### src/rtl/io_input_cond.sv
// -----------------------------------------------------------------------------
// io_input_cond
//
// Multi-channel input conditioner for board buttons and switches. Each channel
// has its own synchroniser, polarity normalisation, debounce FSM, registered
// level, and one-cycle press/release pulses. Channels share nothing but the
// clock and the reset.
//
// Optional feature (macro IO_INPUT_COND_REPEAT_EN):
//   While a channel is held, o_press and o_repeat pulse together first after
//   REPEAT_DELAY_CYCLES, then every REPEAT_PERIOD_CYCLES. Without the macro,
//   o_repeat is tied to 0 and the REPEAT_* parameters have no effect.
//
// Parameters:
//   N_CH                 number of independent channels
//   SYNC_STAGES          synchroniser depth, 2..4
//   STABLE_CYCLES        consecutive matching clocks needed to flip the level (>= 1)
//   ACTIVE_LOW           1: raw 0 means pressed; 0: raw 1 means pressed
//   REPEAT_DELAY_CYCLES  hold time from the press to the first repeat
//   REPEAT_PERIOD_CYCLES interval between the later repeats
//
// Ports:
//   i_clk        system clock
//   i_rst        asynchronous active-high reset
//   i_in         raw asynchronous pin inputs
//   o_level      debounced state, 1 = pressed regardless of ACTIVE_LOW
//   o_press      1-cycle pulse on a debounced press, or on a repeat
//   o_release    1-cycle pulse on a debounced release
//   o_repeat     1-cycle pulse alongside o_press when that press is a repeat
//   o_any_event  OR of all o_press|o_release bits, in the same cycle
//
// Latency: a raw change first sampled at edge k shows on o_level and on the
// pulse outputs at edge k + SYNC_STAGES + STABLE_CYCLES - 1.
// -----------------------------------------------------------------------------
module io_input_cond #(
    parameter int N_CH                 = 4,
    parameter int SYNC_STAGES          = 2,
    parameter int STABLE_CYCLES        = 2000000,
    parameter int ACTIVE_LOW           = 1,
    parameter int REPEAT_DELAY_CYCLES  = 25000000,
    parameter int REPEAT_PERIOD_CYCLES = 5000000
) (
    input  logic            i_clk,
    input  logic            i_rst,
    input  logic [N_CH-1:0] i_in,
    output logic [N_CH-1:0] o_level,
    output logic [N_CH-1:0] o_press,
    output logic [N_CH-1:0] o_release,
    output logic [N_CH-1:0] o_repeat,
    output logic            o_any_event
);

    localparam int MAX_AB = (STABLE_CYCLES > REPEAT_DELAY_CYCLES) ? STABLE_CYCLES
                                                                   : REPEAT_DELAY_CYCLES;
    localparam int MAX_CNT = (MAX_AB > REPEAT_PERIOD_CYCLES) ? MAX_AB : REPEAT_PERIOD_CYCLES;
    localparam int CW = $clog2(MAX_CNT + 1);

    // Raw level that means "not pressed"; the synchroniser resets to it so that
    // reset release never looks like an edge.
    localparam logic INACTIVE = (ACTIVE_LOW != 0);

    localparam logic [CW-1:0] STABLE_LAST = CW'(STABLE_CYCLES - 1);

    typedef enum logic [1:0] {
        REL       = 2'd0,
        REL_WAIT  = 2'd1,
        HELD      = 2'd2,
        HELD_WAIT = 2'd3
    } state_t;

    logic [N_CH-1:0][SYNC_STAGES-1:0] sync_q;
    logic [N_CH-1:0]                  s;

    state_t          state_q [N_CH];
    state_t          state_d [N_CH];
    logic [CW-1:0]   cnt_q   [N_CH];
    logic [CW-1:0]   cnt_d   [N_CH];
    logic [N_CH-1:0] press_d;
    logic [N_CH-1:0] release_d;

    // -------------------------------------------------------------------------
    // Synchroniser and polarity normalisation: s = 1 always means pressed.
    // -------------------------------------------------------------------------
    // NOTE: every clocked process uses non-blocking assignments so that all
    // flops sample their inputs from the same edge, independent of order.
    always_ff @(posedge i_clk or posedge i_rst) begin
        if (i_rst) begin
            sync_q <= {N_CH{{SYNC_STAGES{INACTIVE}}}};
        end else begin
            for (int c = 0; c < N_CH; c++) begin
                sync_q[c] <= {sync_q[c][SYNC_STAGES-2:0], i_in[c]};
            end
        end
    end

    always_comb begin
        for (int c = 0; c < N_CH; c++) begin
            s[c] = sync_q[c][SYNC_STAGES-1] ^ INACTIVE;
        end
    end

`ifdef IO_INPUT_COND_REPEAT_EN
    logic [CW-1:0]   rcnt_q [N_CH];
    logic [CW-1:0]   rcnt_d [N_CH];
    logic [N_CH-1:0] rphase_q;   // 0: waiting for the first repeat, 1: periodic
    logic [N_CH-1:0] rphase_d;
    logic [N_CH-1:0] repeat_d;
`endif

    // -------------------------------------------------------------------------
    // Debounce FSM, next-state logic. cnt counts matching cycles already seen,
    // so the level flips on the STABLE_CYCLES-th consecutive matching cycle.
    // -------------------------------------------------------------------------
    // NOTE: every variable gets a default at the top of the block; without it
    // a path that skips an assignment would infer a latch.
    always_comb begin
        press_d   = '0;
        release_d = '0;
`ifdef IO_INPUT_COND_REPEAT_EN
        repeat_d  = '0;
        rphase_d  = rphase_q;
`endif
        for (int c = 0; c < N_CH; c++) begin
            state_d[c] = state_q[c];
            cnt_d[c]   = cnt_q[c];
`ifdef IO_INPUT_COND_REPEAT_EN
            rcnt_d[c]  = rcnt_q[c];
`endif
            unique case (state_q[c])
                REL: begin
                    if (s[c]) begin
                        if (STABLE_CYCLES == 1) begin
                            state_d[c] = HELD;
                            press_d[c] = 1'b1;
                            cnt_d[c]   = '0;
                        end else begin
                            state_d[c] = REL_WAIT;
                            cnt_d[c]   = CW'(1);
                        end
                    end
                end
                REL_WAIT: begin
                    if (!s[c]) begin
                        state_d[c] = REL;
                        cnt_d[c]   = '0;
                    end else if (cnt_q[c] >= STABLE_LAST) begin
                        state_d[c] = HELD;
                        press_d[c] = 1'b1;
                        cnt_d[c]   = '0;
                    end else begin
                        cnt_d[c] = cnt_q[c] + CW'(1);
                    end
                end
                HELD: begin
                    if (!s[c]) begin
                        if (STABLE_CYCLES == 1) begin
                            state_d[c]   = REL;
                            release_d[c] = 1'b1;
                            cnt_d[c]     = '0;
                        end else begin
                            state_d[c] = HELD_WAIT;
                            cnt_d[c]   = CW'(1);
                        end
                    end
                end
                HELD_WAIT: begin
                    if (s[c]) begin
                        state_d[c] = HELD;
                        cnt_d[c]   = '0;
                    end else if (cnt_q[c] >= STABLE_LAST) begin
                        state_d[c]   = REL;
                        release_d[c] = 1'b1;
                        cnt_d[c]     = '0;
                    end else begin
                        cnt_d[c] = cnt_q[c] + CW'(1);
                    end
                end
                default: begin
                    state_d[c] = REL;
                    cnt_d[c]   = '0;
                end
            endcase

`ifdef IO_INPUT_COND_REPEAT_EN
            // Repeat counter: cleared on entering HELD and in REL, frozen in
            // HELD_WAIT, advancing only while the channel stays in HELD. A
            // release only leaves HELD_WAIT (or HELD when STABLE_CYCLES is 1),
            // so it can never coincide with a repeat.
            if (state_d[c] == REL ||
                (state_d[c] == HELD && state_q[c] != HELD && state_q[c] != HELD_WAIT)) begin
                rcnt_d[c]   = '0;
                rphase_d[c] = 1'b0;
            end else if (state_q[c] == HELD && state_d[c] == HELD) begin
                if (rcnt_q[c] == (rphase_q[c] ? CW'(REPEAT_PERIOD_CYCLES - 1)
                                              : CW'(REPEAT_DELAY_CYCLES - 1))) begin
                    press_d[c]  = 1'b1;
                    repeat_d[c] = 1'b1;
                    rcnt_d[c]   = '0;
                    rphase_d[c] = 1'b1;
                end else begin
                    rcnt_d[c] = rcnt_q[c] + CW'(1);
                end
            end
`endif
        end
    end

    // -------------------------------------------------------------------------
    // State, counters and registered outputs.
    // -------------------------------------------------------------------------
    always_ff @(posedge i_clk or posedge i_rst) begin
        if (i_rst) begin
            for (int c = 0; c < N_CH; c++) begin
                state_q[c] <= REL;
                cnt_q[c]   <= '0;
            end
            o_level     <= '0;
            o_press     <= '0;
            o_release   <= '0;
            o_any_event <= 1'b0;
        end else begin
            for (int c = 0; c < N_CH; c++) begin
                state_q[c] <= state_d[c];
                cnt_q[c]   <= cnt_d[c];
                o_level[c] <= (state_d[c] == HELD) || (state_d[c] == HELD_WAIT);
            end
            o_press     <= press_d;
            o_release   <= release_d;
            o_any_event <= |(press_d | release_d);
        end
    end

`ifdef IO_INPUT_COND_REPEAT_EN
    always_ff @(posedge i_clk or posedge i_rst) begin
        if (i_rst) begin
            for (int c = 0; c < N_CH; c++) begin
                rcnt_q[c] <= '0;
            end
            rphase_q <= '0;
            o_repeat <= '0;
        end else begin
            for (int c = 0; c < N_CH; c++) begin
                rcnt_q[c] <= rcnt_d[c];
            end
            rphase_q <= rphase_d;
            o_repeat <= repeat_d;
        end
    end
`else
    assign o_repeat = '0;
`endif

endmodule

### config.mk
export PLATFORM = sky130hd
export DESIGN_NAME = io_input_cond
export DESIGN_NICKNAME = d
export VERILOG_FILES = /design/src/rtl/io_input_cond.sv
export SDC_FILE = /design/constraint.sdc
export NUM_CORES = 1
export LEC_CHECK = 0
export ABC_AREA = 0
export CAP_MARGIN = 20
export CORE_ASPECT_RATIO = 1.2
export CORE_MARGIN = 4
export CORE_UTILIZATION = 55
export CTS_CLUSTER_SIZE = 24
export DETAILED_ROUTE_END_ITERATION = 16
export GPL_ROUTABILITY_DRIVEN = 0
export PLACE_DENSITY = 0.73
export SLEW_MARGIN = 10
export SYNTH_ARGS = -nofsm -noshare
export SYNTH_HDL_FRONTEND = slang
export SYNTH_SLANG_ARGS = --single-unit
### constraint.sdc
create_clock -name i_clk -period 6.3 [get_ports i_clk]
set_clock_uncertainty 0.05 [all_clocks]
set_input_delay 1.26 -clock i_clk [delete_from_list [all_inputs] [get_ports i_clk]]
set_output_delay 1.26 -clock i_clk [all_outputs]
set_load 0.005 [all_outputs]
==> results.toml, run 1 <==
[power]
switching_share = 0.210
p_leak_nw = 3.11
pwr-share-seq = 0.448
ir_worst_vdd_mv = 0.136
internal-power_mw = 1.51
power.switching_mw = 0.401
pwr-share-clk = 0.514
total_power_mw = 1.91
powerDensity_nw_per_um2 = 260
power.share.combinational = 0.039

[critical_path]
startpoint_type = "flop"
r2r-start = "cnt_q[88]$_DFFE_PP0P_"
crit_path_max_incr_delay_ns = 0.54
critPathRequiredTime_ns = 4.99
crit_family = "buffers and inverters"
path_cells = "clkdlybuf4s50_1"
cp_data_arrival_time_ns = 1.40
cp-end-kind = "primary output"
path_buf_inv = 1
cp_slowest_cell = "clkdlybuf4s50_1"
crit_fanout = 5
worstSetupStartpoint = "o_level[3]$_DFF_PP0_"
crit_type = "reg2out"

[drt]
wire_per_inst_um = 15.5
dr_wl_met2_um = 6690
routed_wl_um = 13300
drc = 0
ant_nets = 0
met3WireLength_um = 364
met1Wirelength_um = 6110
highest-signal-layer = "met4"
vias = 5024
via_per_inst = 5.86
drt_iter0_markers = 320
dr.pass1.iters = 4

[synth]
synth.area.top_cells = "dfrtp_1 (46%), xnor2_1 (5.1%), nor2_1 (4.2%)"
postSynthAreaPerCell_um2 = 9.67
synth_top_family_by_area = "simple AND/OR/NAND/NOR gates"
synthArstFlopShare = 1.00
synth_warnings = 0
yosysTopAreaCellShare = 0.459
synthAdderAreaFrac = 0.00765
synth_ff_type = "dfrtp_1"
seq_area_frac_synth = 0.491
yosys.cell_count.top_type = "dfrtp_1"
yosys.area.top_type = "dfrtp_1"
ys_ff_latch = 128
muxShareOfSynthArea = 0.00918
netlist_instances = 676
syn-cell-area_um2 = 6540
synth_cell_types = 66
synth_enable_flop_cells = 0
synth_xor_area_frac = 0.0683
ys_top_cells_by_count = "dfrtp_1 (120), nor2_1 (73), nand2_1 (57), xnor2_1 (38), nand3_1 (32)"
synth_compound_area_frac = 0.138
yosys.area_share.simple = 0.246

[floorplanning]
ios = 23
fp.coreArea_um2 = 11600
initial_core_util = 0.563
die_y_um = 127
rows = 43
die-width_um = 108
fp.dieArea_um2 = 13700

[run_status]
status = "complete, no violations"

[timing]
fin_crit_sh = 0.430
worstMarginPinSlew_ns = 1.04
hold_viol = 0
clock.fmax_ghz = 0.369
rsz0062_at_grt = "no"
fin_crit_ns = 2.71
finalSetupViolCount = 0
setup_tns_ns = 0
maxSlewHeadroom = 0.300
slew_violations = 0

[cts]
post_cts_buffers = 0
numCtsBuffers = 17
cts_tree = "yes"
cts_max_level = 4
post_cts_resized = 0
clkTransAtPathRegs_ns = 0.06
cts_buffer_depth = 2
cts_hold_buf = 0
root_buffer = "clkbuf_16"
insertion_delay_ns = 0.41
clkSinkCount = 128

[global_route]
grt_max_degree = 94
grtUsageTotal = 0.209
grt_pass1_vias = 5041
grt_pass1_wl_um = 23500
antenna_found_initial = 0
grt_overflow = 0

[placed_design]
dp_hpwl_um = 8800
port_buffers = 18

[job]
max-cap-violations = 0

[finish]
areaGrowthSynthToFinish_pct = 12.6
diodes = 0
drive_above_1_share = 0.0785
fin_nets = 699

[min_path]
hp-class = "reg2reg"
hp-start = "sync_q[0]$_DFF_PP1_"
==> logic make-up after synthesis <==
family	count (synthesis)
and+or+nand+nor	311
xor gates and xnor gates	51
muxes	6
buffers and inverters	48
adders and majority gates	4
DFF	128
AOI/OAI and AO/OA	127
other	1
==> power groups by stage <==
| stage | sequential [mW] | combinational [mW] | clock, mW |
|---|---|---|---|
| 6_report | 0.856 | 0.0742 | 0.982 |
| 5_1_grt | 0.858 | 0.0860 | 1.04 |
| 4_1_cts | 0.855 | 0.0747 | 0.997 |
| 3_5_place_dp | 0.869 | 0.0746 | 0 |
| 3_3_place_gp | 0.868 | 0.0709 | 0 |
| 2_1_floorplan | 0.864 | 0.0614 | 0 |
==> metal layers <==
metal / track usage / vias to the layer above
met5: 0 / -
met4: 0.0646 / 0
met3: 0.0490 / 12
met2: 0.342 / 69
met1: 0.278 / 2478
li1: - / 2465
==> flip-flops by register name (all words and copies together) (netlist names) <==
| signal | flops |
|---|---|
| state_q | 7 |
| o_release | 4 |
| o_press | 4 |
| sync_q | 8 |
| cnt_q | 100 |
| o_any_event | 1 |
| o_level | 4 |
==> worst paths after layout <==
| kind | end | slack [ns] | depth (start not counted) |
|---|---|---|---|
| min in group asynchronous | cnt_q[81]$_DFFE_PP0P_ | 1.35 | 2 |
| max | o_level[3] | 3.59 | 1 |
| max reg2reg | cnt_q[77]$_DFFE_PP0P_ | 3.71 | 5 |
| min reg2reg | sync_q[1]$_DFF_PP1_ | 0.30 | 0 |
| max in group asynchronous | sync_q[7]$_DFF_PP1_ | 3.83 | 3 |
| min | sync_q[1]$_DFF_PP1_ | 0.30 | 0 |
==> placed cells by master, fill, tap and decap left out, types with 18 or more instances in the layout <==
master and count:
dfrtp_1 120, nor2_1 73, nand2_1 57, xnor2_1 38
nand3_1 32, nor3_1 28, a21oi_1 25, nand4_1 23
and3_1 22, o21ai_0 21, clkdlybuf4s50_1 18
==> stage by stage <==
step / hold WS (ns) / worst slack [ns] / util / std cells / instance area, µm²
final: 0.296 / 3.59 / 0.634 / 858 / 7360
after detailed placement: 0.297 / 3.13 / 0.582 / 826 / 6760
after CTS: 0.299 / 3.56 / 0.633 / 857 / 7350
after floorplan: 0.295 / 1.59 / - / 679 / 6550
after global placement: 0.296 / 3.16 / 0.581 / 825 / 6750
after global routing: 0.304 / 3.52 / 0.634 / 858 / 7360
==> area by class of cell <==
| cell class | instances | area, µm² |
|---|---|---|
| sequential | 128 | 3210 |
| clock buffer | 25 | 485 |
| multi-input combinational | 503 | 3090 |
| tap | 157 | 196 |
| inverter | 18 | 72.6 |
| fill | 940 | 4260 |
| timing repair buffer | 21 | 203 |
| clock inverter | 6 | 108 |
Power figures use the tool's default switching activity.
==> inputs of run 2 (changes only) <==
PLACE_DENSITY = 0.76   (was 0.73)
clock period = 2.35 ns   (was 6.3 ns; I/O delays follow)
==> run 2 against run 1 <==
Via count rose by 4.1%. Final cell count rose by 2.9%. Utilization rose by 2.0 points. Power rose to 2.6 times the previous value. Non-clock buffer count rose by 24. Die area did not move. Combinational power rose to 3.1 times the previous value. Count of clock-buffer cells in the layout fell by 5. Sequential share of layout area fell by 1.3 points. Routed wire length rose by 3.3%.
==> results.toml, run 2 (synthesis results as in run 1) <==
[finish]
diodes = 0
drive_above_1_share = 0.125
final_common_cell = "dfrtp_1"
fin_nets = 723
final_cells = 883
top_register = "cnt_q"
seq_area_um2 = 3210
postLayoutCellArea_um2 = 7600
largest_register_ffs = 100
areaGrowthSynthToFinish_pct = 16.2
fillCellCount = 922
final_cell_mix = "dfrtp_1 (120), nor2_1 (73), nand2_1 (57)"
reg.largest.list = "cnt_q (100), sync_q (8), state_q (7)"
final_util = 0.654
multi_input_area_um2 = 3140

[timing]
finalSetupViolCount = 0
fin_crit_sh = 0.968
clock.fmax_ghz = 0.439
holdWs_ns = 0.303
hold_viol = 0
worstMarginPinSlew_ns = 0.829
maxSlewHeadroom = 0.445
fin_crit_ns = 2.28
slew_violations = 0

[floorplanning]
die-width_um = 108
initial_core_util = 0.563
fp.coreArea_um2 = 11600
ios = 23
fp.dieArea_um2 = 13700
rows = 43
die_y_um = 127

[drt]
ant_nets = 0
drc = 0
drt_iter0_markers = 426
wire_per_inst_um = 15.6
dr.pass1.iters = 5
via_per_inst = 5.92
routed_wl_um = 13800
vias = 5228

[power]
total_power_mw = 4.97
ir_worst_vdd_mv = 0.477
p_leak_nw = 3.22
powerDensity_nw_per_um2 = 654

[global_route]
grt_overflow = 0
grt_pass1_wl_um = 23600
grt_pass1_vias = 5054
antenna_found_initial = 0
grtUsageTotal = 0.211
grt_max_degree = 129

[critical_path]
startpoint_type = "flop"
critPathRequiredTime_ns = 2.59
cp_data_arrival_time_ns = 2.51
crit_fanout = 6
cp-end-kind = "flop"
crit_type = "reg2reg"

[min_path]
hp-class = "reg2reg"

[cts]
clkSinkCount = 128
clkTransAtPathRegs_ns = 0.06
insertion_delay_ns = 0.42
cts_tree = "yes"
root_buffer = "clkbuf_16"
cts_hold_buf = 0
cts_buffer_depth = 2
cts_max_level = 4
numCtsBuffers = 17

[placed_design]
placed_area_um2 = 6930
placed_cells = 845
dp_hpwl_um = 9100
port_buffers = 18

[run_status]
status = "complete, no violations"

[job]
max-cap-violations = 0
run 2: changes by cell type in the layout (fill, tap and decap cells not counted), sizes merged:
cell,previous run,this run
buf,3,27
clkinv,2,6
clkbuf,25,20
bufinv,3,1
clkinvlp,1,4
inv,18,19
run 2: layer usage:
layer  wire length (µm)  global-route usage
met4                243              0.0736
met2               6970               0.353
met5                  0                   0
met1               5950               0.272
met3                593              0.0440
run 2: final timing paths:
path | from | endpoint | slack (ns) | cells after the start
setup / recovery | cnt_q[88]$_DFFE_PP0P_ | cnt_q[78]$_DFFE_PP0P_ | 0.07 | 8
hold reg to reg | sync_q[4]$_DFF_PP1_ | sync_q[5]$_DFF_PP1_ | 0.30 | 0
min in group asynchronous | i_rst | o_press[1]$_DFF_PP0_ | 0.50 | 3
setup reg to reg | cnt_q[88]$_DFFE_PP0P_ | cnt_q[78]$_DFFE_PP0P_ | 0.07 | 8
hold / removal | sync_q[4]$_DFF_PP1_ | sync_q[5]$_DFF_PP1_ | 0.30 | 0
max in group asynchronous | i_rst | cnt_q[87]$_DFFE_PP0P_ | 1.18 | 3
run 2: worst max-delay path, cell delays in order (launching register included):
cell	delay (ns)
dfrtp_1	0.39
or4_4	0.56
nor4_1	0.28
buf_4	0.19
o21bai_4	0.08
buf_12	0.15
o21ai_4	0.22
buf_4	0.16
o211ai_1	0.09
run 2: final cells by class:
class	count	area share
repair buffers	45	0.0553
clock buffers	20	0.0588
flip-flops and latches	128	0.423
well taps	157	0.0259
clock inverters	12	0.0147
inverters	18	0.00939
multi-input cells	503	0.413
run 2: repair_timing:
action | 4_1_cts | 5_1_grt
gates resized for setup | 0 | 9
pin swaps | 3 | 1
setup endpoints to repair | 4 | 43
setup buffers | 5 | 1
run 2: metrics by stage:
step                worst slack, ns  setup TNS (ns)
floorplan                    0.0491               0
global placement             0.0167               0
detailed placement          -0.0553         -0.0655
CTS                         0.00379               0
global route                -0.0464          -0.395
finish                       0.0745               0
run 2: where the power goes:
part	switching (mW)	internal (mW)
clock	0.968	1.48
combinational	0.147	0.0804
sequential	0.0423	2.24
==> inputs of run 3 (changes only) <==
PLACE_DENSITY = 0.73   (was 0.76)
clock period = 2.5 ns   (was 2.35 ns; I/O delays follow)
==> run 3 against run 2 <==
Sequential share of layout area up 0.32 points. Power up 2.9%. Final cell count down 1.7%. Critical path depth down 2. Count of clock-buffer cells in the layout up 2. Hold slack better by 0.0034 ns.
==> results.toml, run 3 (synthesis results as in run 1) <==
[drt]
dr.pass1.iters = 5
wire_per_inst_um = 15.3
routed_wl_um = 13200
via_per_inst = 5.91
drt_iter0_markers = 328
ant_nets = 0
vias = 5132
drc = 0

[critical_path]
crit_path_max_incr_delay_ns = 0.56
cp_slowest_cell = "or4_4"
cp-end-kind = "flop"
cp_data_arrival_time_ns = 2.66
crit_fanout = 9
startpoint_type = "flop"
critPathRequiredTime_ns = 2.74
crit_type = "reg2reg"
path_cells = "or4_4 -> a211o_1 -> nor4_4 -> buf_4 -> nor3_1 -> or3_1"

[timing]
worstMarginPinSlew_ns = 0.846
holdWs_ns = 0.306
slew_violations = 0
fin_crit_sh = 0.969
rsz0062_at_grt = "no"
fin_crit_ns = 2.42
clock.fmax_ghz = 0.413
hold_viol = 0
maxSlewHeadroom = 0.434
setup_tns_ns = 0
finalSetupViolCount = 0

[global_route]
grt_pass1_wl_um = 23200
grt_pass1_vias = 5061
grt_overflow = 0
grt_max_degree = 56
antenna_found_initial = 0
grtUsageTotal = 0.206

[run_status]
status = "complete, no violations"

[finish]
fin_nets = 708
drive_above_1_share = 0.0985
reg.largest.list = "cnt_q (100), sync_q (8), state_q (7)"
diodes = 0
largest_register_ffs = 100
top_register = "cnt_q"
final_cell_mix = "dfrtp_1 (120), nor2_1 (73), nand2_1 (57)"
final_common_cell = "dfrtp_1"
areaGrowthSynthToFinish_pct = 15.3

[floorplanning]
fp.dieArea_um2 = 13700
ios = 23
fp.coreArea_um2 = 11600
initial_core_util = 0.563
die_y_um = 127
die-width_um = 108
rows = 43

[placed_design]
dp_hpwl_um = 8820
port_buffers = 18

[cts]
cts_tree = "yes"
post_cts_resized = 0
post_cts_buffers = 0
insertion_delay_ns = 0.43
numCtsBuffers = 17
cts_max_level = 4
clkTransAtPathRegs_ns = 0.06
clkSinkCount = 128
cts_buffer_depth = 2
root_buffer = "clkbuf_16"
cts_hold_buf = 0

[power]
total_power_mw = 5.11
powerDensity_nw_per_um2 = 678
p_leak_nw = 3.19
ir_worst_vdd_mv = 0.541

[min_path]
hp-class = "reg2reg"

[job]
max-cap-violations = 0
-- run 3: metrics by stage --
stage | worst slack [ns] | instances | instance area, µm² | utilization
after floorplan | 0.125 | 679 | 6550 | -
after global placement | 0.130 | 836 | 6860 | 0.591
after detailed placement | 0.0567 | 836 | 6860 | 0.591
after CTS | 0.0585 | 868 | 7530 | 0.648
after global routing | 0.000427 | 868 | 7540 | 0.649
final | 0.0780 | 868 | 7540 | 0.649
-- run 3: layout make-up --
type	count	area, µm²
Clock inverter	10	180
Timing Repair Buffer	30	295
Clock buffer	22	484
Sequential cell	128	3210
Fill cell	955	4080
Tap cell	157	196
Inverter	18	71.3
Multi-Input combinational cell	503	3100
-- run 3: where the power goes --
group | switching [mW] | internal, mW | leakage, nW | total (mW)
clock network | 0.893 | 1.87 | 0.322 | 2.76
registers | 0.0433 | 2.11 | 1.74 | 2.15
logic | 0.131 | 0.0674 | 1.13 | 0.198
-- run 3: final timing paths --
| kind | to | slack [ns] | from | cells past startpoint |
|---|---|---|---|---|
| setup / recovery | state_q[7]$_DFF_PP0_ | 0.08 | cnt_q[88]$_DFFE_PP0P_ | 6 |
| hold reg to reg | sync_q[5]$_DFF_PP1_ | 0.31 | sync_q[4]$_DFF_PP1_ | 0 |
| setup reg to reg | state_q[7]$_DFF_PP0_ | 0.08 | cnt_q[88]$_DFFE_PP0P_ | 6 |
| min in group asynchronous | cnt_q[93]$_DFFE_PP0P_ | 0.45 | i_rst | 2 |
| hold / removal | sync_q[5]$_DFF_PP1_ | 0.31 | sync_q[4]$_DFF_PP1_ | 0 |
| max in group asynchronous | sync_q[7]$_DFF_PP1_ | 1.25 | i_rst | 3 |
-- run 3: critical path: cells and delay by family, from the launching register on --
| kind | cells | cell delay, ns |
|---|---|---|
| buf+inv | 1 | 0.22 |
| compound gates | 1 | 0.39 |
| simple gates | 4 | 1.24 |
| flops | 1 | 0.40 |
-- run 3: metal layers --
| layer | track usage | up-vias | part of all wire |
|---|---|---|---|
| met2 | 0.334 | 113 | 0.49 |
| met5 | 0 | - | 0 |
| li1 | - | 2476 | - |
| met4 | 0.0780 | 0 | 0.011 |
| met3 | 0.0566 | 12 | 0.043 |
| met1 | 0.265 | 2531 | 0.45 |
